## src/rtl/tsmac_tx_fifo_reader_if.sv

```systemverilog
// ----------------------------------------------------------------------------
// tsmac_tx_fifo_reader_if
// Read-side bundle of the TSMAC transmit FIFO (show-ahead FIFO).
//   rd_data  [9] eof, [8] err, [7:0] byte; valid while rd_empty = 0
//   rd_empty FIFO empty flag
//   rd_en    pops the head word in the cycle it is high
// master : the reader (drives rd_en)
// slave  : the FIFO   (drives rd_data / rd_empty)
// ----------------------------------------------------------------------------
interface tsmac_tx_fifo_reader_if;
   logic [9:0] rd_data;
   logic       rd_empty;
   logic       rd_en;

   modport master (input rd_data, input rd_empty, output rd_en);
   modport slave  (output rd_data, output rd_empty, input rd_en);
endinterface

```

## src/rtl/tsmac_tx_fifo_reader.sv

```systemverilog
// ----------------------------------------------------------------------------
// tsmac_tx_fifo_reader
// Pulls frame words from the TX FIFO and drives them onto GMII, inserting the
// preamble/SFD (optional) and the inter-frame gap. Underruns abort the frame
// with a one-clock error symbol and the rest of that frame is drained.
//
// Ports
//   tx_clk          clock for all logic
//   tx_rst          synchronous active-high reset
//   fifo            TX FIFO read bundle (master side)
//   gmii_txd        transmit byte (registered)
//   gmii_tx_en      transmit enable (registered)
//   gmii_tx_er      transmit error (registered)
//   tx_busy         high in every state except IDLE
//   tx_frame_cnt    completed frames, wraps
//   tx_underrun_cnt underruns, saturates at 16'hFFFF
//
// Configuration macro: TSMAC_TX_PREAMBLE_EN
//   defined   : PREAMBLE_LEN x 0x55 + 0xD5 are generated before the payload
//   undefined : the FIFO supplies preamble/SFD; IDLE transmits the head word
//
// state | meaning
// ------+----------------------------------------------------------------
// IDLE  | waiting for a head word; GMII outputs held at 0
// PRE   | sending preamble bytes then SFD (TSMAC_TX_PREAMBLE_EN only)
// DATA  | one payload word popped and sent per clock
// DRAIN | after underrun: silently pop until the eof word
// IFG   | gmii_tx_en held low for IFG_CYCLES clocks
// ----------------------------------------------------------------------------
module tsmac_tx_fifo_reader #(
   parameter int unsigned IFG_CYCLES   = 12,
   parameter int unsigned PREAMBLE_LEN = 7
) (
   input  logic                          tx_clk,
   input  logic                          tx_rst,
   tsmac_tx_fifo_reader_if.master        fifo,
   output logic [7:0]                    gmii_txd,
   output logic                          gmii_tx_en,
   output logic                          gmii_tx_er,
   output logic                          tx_busy,
   output logic [15:0]                   tx_frame_cnt,
   output logic [15:0]                   tx_underrun_cnt
);

`ifdef TSMAC_TX_PREAMBLE_EN
   typedef enum logic [2:0] {IDLE, PRE, DATA, DRAIN, IFG} state_t;
   localparam logic [7:0] PRE_BYTE = 8'h55;
   localparam logic [7:0] SFD_BYTE = 8'hD5;
   localparam logic [3:0] PRE_LOAD = 4'(PREAMBLE_LEN - 1);
`else
   typedef enum logic [2:0] {IDLE, DATA, DRAIN, IFG} state_t;
`endif

   // IFG counts down to 0; the IDLE cycle that follows already registers the
   // first byte of the next frame, so IFG_CYCLES low cycles appear on the pins.
   localparam logic [7:0] IFG_LOAD = 8'(IFG_CYCLES - 1);

   state_t      state_q, state_d;
   logic [7:0]  txd_q, txd_d;
   logic        en_q, en_d;
   logic        er_q, er_d;
   logic [7:0]  ifg_cnt_q, ifg_cnt_d;
   logic [15:0] frame_cnt_q, frame_cnt_d;
   logic [15:0] urun_cnt_q, urun_cnt_d;
   logic        pop;
`ifdef TSMAC_TX_PREAMBLE_EN
   logic [3:0]  pre_cnt_q, pre_cnt_d;
`endif

   logic       head_eof;
   logic       head_err;
   logic [7:0] head_byte;

   assign head_eof  = fifo.rd_data[9];
   assign head_err  = fifo.rd_data[8];
   assign head_byte = fifo.rd_data[7:0];

   always_comb begin
      state_d     = state_q;
      txd_d       = 8'h00;
      en_d        = 1'b0;
      er_d        = 1'b0;
      ifg_cnt_d   = ifg_cnt_q;
      frame_cnt_d = frame_cnt_q;
      urun_cnt_d  = urun_cnt_q;
      pop         = 1'b0;
`ifdef TSMAC_TX_PREAMBLE_EN
      pre_cnt_d   = pre_cnt_q;
`endif
      case (state_q)
`ifdef TSMAC_TX_PREAMBLE_EN
         IDLE: begin
            if (!fifo.rd_empty) begin
               state_d   = PRE;
               txd_d     = PRE_BYTE;
               en_d      = 1'b1;
               pre_cnt_d = PRE_LOAD;
            end
         end
         PRE: begin
            en_d = 1'b1;
            if (pre_cnt_q == 4'd0) begin
               txd_d   = SFD_BYTE;
               state_d = DATA;
            end else begin
               txd_d     = PRE_BYTE;
               pre_cnt_d = pre_cnt_q - 4'd1;
            end
         end
         DATA: begin
`else
         IDLE, DATA: begin
`endif
            if (!fifo.rd_empty) begin
               pop   = 1'b1;
               txd_d = head_byte;
               en_d  = 1'b1;
               er_d  = head_err;
               if (head_eof) begin
                  frame_cnt_d = frame_cnt_q + 16'd1;
                  ifg_cnt_d   = IFG_LOAD;
                  state_d     = IFG;
               end else begin
                  state_d = DATA;
               end
            end else if (state_q == DATA) begin
               // underrun: one error symbol, then discard the rest of the frame
               en_d = 1'b1;
               er_d = 1'b1;
               if (urun_cnt_q != 16'hFFFF) begin
                  urun_cnt_d = urun_cnt_q + 16'd1;
               end
               state_d = DRAIN;
            end
         end
         DRAIN: begin
            if (!fifo.rd_empty) begin
               pop = 1'b1;
               if (head_eof) begin
                  ifg_cnt_d = IFG_LOAD;
                  state_d   = IFG;
               end
            end
         end
         IFG: begin
            if (ifg_cnt_q == 8'd0) begin
               state_d = IDLE;
            end else begin
               ifg_cnt_d = ifg_cnt_q - 8'd1;
            end
         end
         default: state_d = IDLE;
      endcase
   end

   always_ff @(posedge tx_clk) begin
      if (tx_rst) begin
         state_q     <= IDLE;
         txd_q       <= 8'h00;
         en_q        <= 1'b0;
         er_q        <= 1'b0;
         ifg_cnt_q   <= 8'd0;
         frame_cnt_q <= 16'd0;
         urun_cnt_q  <= 16'd0;
`ifdef TSMAC_TX_PREAMBLE_EN
         pre_cnt_q   <= 4'd0;
`endif
      end else begin
         state_q     <= state_d;
         txd_q       <= txd_d;
         en_q        <= en_d;
         er_q        <= er_d;
         ifg_cnt_q   <= ifg_cnt_d;
         frame_cnt_q <= frame_cnt_d;
         urun_cnt_q  <= urun_cnt_d;
`ifdef TSMAC_TX_PREAMBLE_EN
         pre_cnt_q   <= pre_cnt_d;
`endif
      end
   end

   // Parameter legality; ignored by synthesis.
   always_ff @(posedge tx_clk) begin
      assert (IFG_CYCLES >= 2 && IFG_CYCLES <= 255 &&
              PREAMBLE_LEN >= 1 && PREAMBLE_LEN <= 15);
   end

   // Show-ahead FIFO: the pop must be combinational with rd_empty so the word
   // sampled at this edge is the one consumed. pop already implies !rd_empty.
   assign fifo.rd_en      = pop & ~tx_rst;
   assign gmii_txd        = txd_q;
   assign gmii_tx_en      = en_q;
   assign gmii_tx_er      = er_q;
   assign tx_busy         = (state_q != IDLE);
   assign tx_frame_cnt    = frame_cnt_q;
   assign tx_underrun_cnt = urun_cnt_q;

endmodule
```

## src/flat_wrapper.sv

```systemverilog
// flat-port wrapper written by rule: the top's interface ports become plain ports
module tsmac_tx_fifo_reader_flat 
#(
   parameter int unsigned IFG_CYCLES   = 12,
   parameter int unsigned PREAMBLE_LEN = 7
)
  (tx_clk, tx_rst, gmii_txd, gmii_tx_en, gmii_tx_er, tx_busy, tx_frame_cnt, tx_underrun_cnt, fifo_rd_data, fifo_rd_empty, fifo_rd_en);
  tsmac_tx_fifo_reader_if fifo_i ();
  input  logic tx_clk;
  input  logic tx_rst;
  output logic [7:0] gmii_txd;
  output logic gmii_tx_en;
  output logic gmii_tx_er;
  output logic tx_busy;
  output logic [15:0] tx_frame_cnt;
  output logic [15:0] tx_underrun_cnt;
  input wire logic [$bits(fifo_i.rd_data)-1:0] fifo_rd_data;
  input wire logic [$bits(fifo_i.rd_empty)-1:0] fifo_rd_empty;
  output wire logic [$bits(fifo_i.rd_en)-1:0] fifo_rd_en;
  assign fifo_i.rd_data = fifo_rd_data;
  assign fifo_i.rd_empty = fifo_rd_empty;
  assign fifo_rd_en = fifo_i.rd_en;
  tsmac_tx_fifo_reader #(.IFG_CYCLES(IFG_CYCLES), .PREAMBLE_LEN(PREAMBLE_LEN)) u_core (.tx_clk(tx_clk), .tx_rst(tx_rst), .fifo(fifo_i), .gmii_txd(gmii_txd), .gmii_tx_en(gmii_tx_en), .gmii_tx_er(gmii_tx_er), .tx_busy(tx_busy), .tx_frame_cnt(tx_frame_cnt), .tx_underrun_cnt(tx_underrun_cnt));
endmodule
```

## config.mk

```make
export PLATFORM = sky130hd
export DESIGN_NAME = tsmac_tx_fifo_reader_flat
export DESIGN_NICKNAME = d
export VERILOG_FILES = /design/src/rtl/tsmac_tx_fifo_reader_if.sv /design/src/rtl/tsmac_tx_fifo_reader.sv /design/src/flat_wrapper.sv
export SDC_FILE = /design/constraint.sdc
export NUM_CORES = 1
export LEC_CHECK = 0
export ABC_CLOCK_PERIOD_IN_PS = 1800
export CAP_MARGIN = 20
export CORE_UTILIZATION = 49
export DETAILED_ROUTE_END_ITERATION = 6
export PLACE_DENSITY = 0.85
export SLEW_MARGIN = 5
export SYNTH_ARGS = -nofsm -noshare
export SYNTH_HDL_FRONTEND = slang
export SYNTH_SLANG_ARGS = --single-unit
```

## constraint.sdc

```tcl
create_clock -name tx_clk -period 1.8 [get_ports tx_clk]
set_input_delay 0.54 -clock tx_clk [delete_from_list [all_inputs] [get_ports tx_clk]]
set_output_delay 0.54 -clock tx_clk [all_outputs]
set_load 0.005 [all_outputs]
```

==> results.toml <==
[setup_path]
timing.critical_path.to_type = "output port"
timing.critical_path.fanout_max = 2
timing_worst_setup_path_type = "in -> out"
crit_end = "fifo_rd_en"
worstRegToRegCells = 4
worst_ep_required_time_ns = 1.26
origin_of_the_critical_flop_to_flop_path = "u_core.ifg_cnt_q[2]"
cp_data_arrival_time_ns = 1.24
timing.critical_path.from = "tx_rst"
timing.rr.end = "u_core.ifg_cnt_q[4]"
worst_setup_path_start_kind = "input pin"
reg2reg_setup_slack_ns = 0.11

[cts]
cts.sinks = 52
clockRootBuffer = "clkbuf_8"
cts_made_buffers = 5
cts_max_path_buffers = 2
cts_htree_levels = 2
tritoncts_clock_tree = "yes"
count_of_hold_buffers_inserted_by_post_cts_repair = 0
clock_slew_at_reported_path_ffs_ns = 0.10
insertion_delay_ns = 0.31

[die]
die-area_um2 = 5120
io_pins = 57
core_region_area_um2 = 4500
initial_core_util = 0.527
rows = 24
die_height_um = 71.6
die_extent_in_x_um = 71.6

[global_route]
groute.layer.met1.usage = 0.255
grt.met3_usage = 0.0478
grt_overflow = 0
antenna_violations_before_repair = 0
grt_pass1_wl_um = 8880
grt_start_max_net_pins = 28
global_route.peak_usage_layer = "met2"
vias_in_the_first_global_route = 2100
grt_usage = 0.219
grt_use_met2 = 0.393

[timing]
rsz0062_at_grt = "true"
period_needed_ns = 1.78
min_period_over_period = 0.987
report.final.setup_viol = 0
final.setup.tns_ns = 0
timing.slew.headroom = 0.699
skew_ns = 0.00853
finalHoldWorstSlack_ns = 0.480
worst_pin_slew_ns = 0.449
final_max_slew_viol_count = 0
timing.final.hold_violations = 0
maxClockFrequency_mhz = 563

[pwr]
irDropWorstVdd_mv = 0.451
power.density_nw_per_um2 = 633
design_power_total_mw = 2.10
power.static_leakage_nw = 1.24

[synthesis]
syn_avg_cell_area_um2 = 8.85
synth_cells = 268
synth_flop_cell = "dfxtp_1"
yosys_warnings = 0
synth_enable_flop_cells = 0
syn-num-nets = 285
synth_sequential_area_ratio = 0.439
synth_cell_type_count = 47
yosys_register_bits = 52
mapped_cell_area_um2 = 2370
asyncSetResetFlopFracSynth = 0

[drt]
detailedRoute.firstPassIterationCount = 4
route.vias.total = 2297
ant_nets = 0
vias_per_cell = 5.74
remaining_drc_errors = 0
sum_of_routed_wire_length_over_all_layers_um = 5550
dr.first_iter.drc_count = 159
routedWlPerCell_um = 13.9

[layout]
finalNetCount = 364
finish.cell_count_without_fillers = 400
layout.cells.most_common_list = "clkdlybuf4s50_1 (52), nor2_1 (30), buf_4 (24), dfxtp_2 (24), dfxtp_1 (23)"
insertedDiodeCount = 0
multi_input_area_um2 = 1310
fillCellCount = 348
sequential_cell_area_um2 = 1090
layout_commonest_cell = "clkdlybuf4s50_1"
synthToLayoutAreaGrowth_pct = 39.9
layout_cells_sized_above_1 = 0.210

[worst_hold_path]
min_path_type = "reg -> reg"

[placement]
port-buffer-count = 56
place_hpwl_um = 3850
place_congestion = 0.875
place_inst = 391

[outcome]
result_of_the_run = "finished clean"

[run]
maxCapViolations = 0
[timing repair]
action,CTS,global route
buffers inserted,0,1
gates resized for setup,29,24
endpoints found under the setup margin,40,28
pin swaps,2,3
[through the flow]
stage | worst slack [ns] | utilization | area (um2)
after global placement | -0.503 | 0.697 | 3140
after detailed placement | -0.519 | 0.697 | 3140
after CTS | 0.0000561 | 0.724 | 3260
after floorplan | 0.0837 | - | 2370
final | 0.0237 | 0.737 | 3320
after global routing | -0.00322 | 0.737 | 3320
[registers in the layout (all words and copies together), names as in the netlist]
name,flops
u_core.state_q,2
u_core.tx_underrun_cnt,16
u_core.ifg_cnt_q,8
u_core.gmii_txd,8
u_core.tx_frame_cnt,16
u_core.gmii_tx_en,1
u_core.gmii_tx_er,1
[layout make-up]
class,instances,share of cell area
inverter,4,0.00452
timing repair buffer,82,0.227
clock buffer,6,0.0219
clock inverter,2,0.00490
multi-input combinational,202,0.393
tap,52,0.0196
sequential,52,0.328
[synth_stat cells (4+ instances only)]
| library cell | number | area [um2] |
|---|---|---|
| and3_1 | 7 | 43.8 |
| xor2_1 | 8 | 70.1 |
| clkbuf_1 | 5 | 18.8 |
| inv_1 | 4 | 15.0 |
| dfxtp_1 | 52 | 1040 |
| buf_2 | 4 | 20.0 |
| and2_1 | 11 | 68.8 |
| nor2_1 | 30 | 113 |
| nand2_1 | 11 | 41.3 |
| ha_1 | 4 | 50.1 |
| nand4_1 | 13 | 81.3 |
| nor2b_1 | 4 | 25.0 |
| or3_1 | 9 | 56.3 |
| xnor2_1 | 6 | 52.6 |
| o21ai_0 | 11 | 55.1 |
| and4_1 | 6 | 52.6 |
| a21oi_1 | 17 | 85.1 |
| nor3_1 | 14 | 70.1 |
| nand3_1 | 6 | 30.0 |
| or4_1 | 5 | 37.5 |
[cell families (layout without fill, tap and decap cells)]
logic type	after synthesis	in the layout	synth area share
and+or+nand+nor	134	134	0.326
DFF	52	52	0.439
AOI/OAI and AO/OA	46	46	0.119
xor gates and xnor gates	14	14	0.0517
buffers and inverters	14	94	0.0258
adders and majority gates	4	4	0.0211
muxes	4	4	0.0174
[worst max-delay path, stage by stage]
cell             delay, ns
clkdlybuf4s50_1       0.44
nor3_2                0.12
buf_2                 0.14
[power by group]
part	leakage (nW)	switching, mW	internal (mW)
clock	0.0414	0.402	0.277
combinational	0.762	0.106	0.128
sequential	0.438	0.0202	1.17
[worst min path at each step]
| stage | from | to | slack (ns) | depth (start not counted) |
|---|---|---|---|---|
| floorplan | u_core.ifg_cnt_q[4] | u_core.ifg_cnt_q[4] | 0.47 | 2 |
| global placement | u_core.tx_frame_cnt[15] | u_core.tx_frame_cnt[15] | 0.47 | 2 |
| detailed placement | u_core.tx_frame_cnt[15] | u_core.tx_frame_cnt[15] | 0.48 | 2 |
| CTS | u_core.tx_underrun_cnt[6] | u_core.tx_underrun_cnt[6] | 0.49 | 1 |
| global route | u_core.tx_underrun_cnt[6] | u_core.tx_underrun_cnt[6] | 0.50 | 1 |
| finish | u_core.tx_underrun_cnt[6] | u_core.tx_underrun_cnt[6] | 0.48 | 1 |
[per-layer routing]
layer | up-vias | share of wire
li1 | 1136 | -
met1 | 1077 | 0.43
met2 | 76 | 0.50
met3 | 8 | 0.052
met4 | 0 | 0.014
met5 | - | 0
Note: power is estimated with default switching activity, not from simulation.
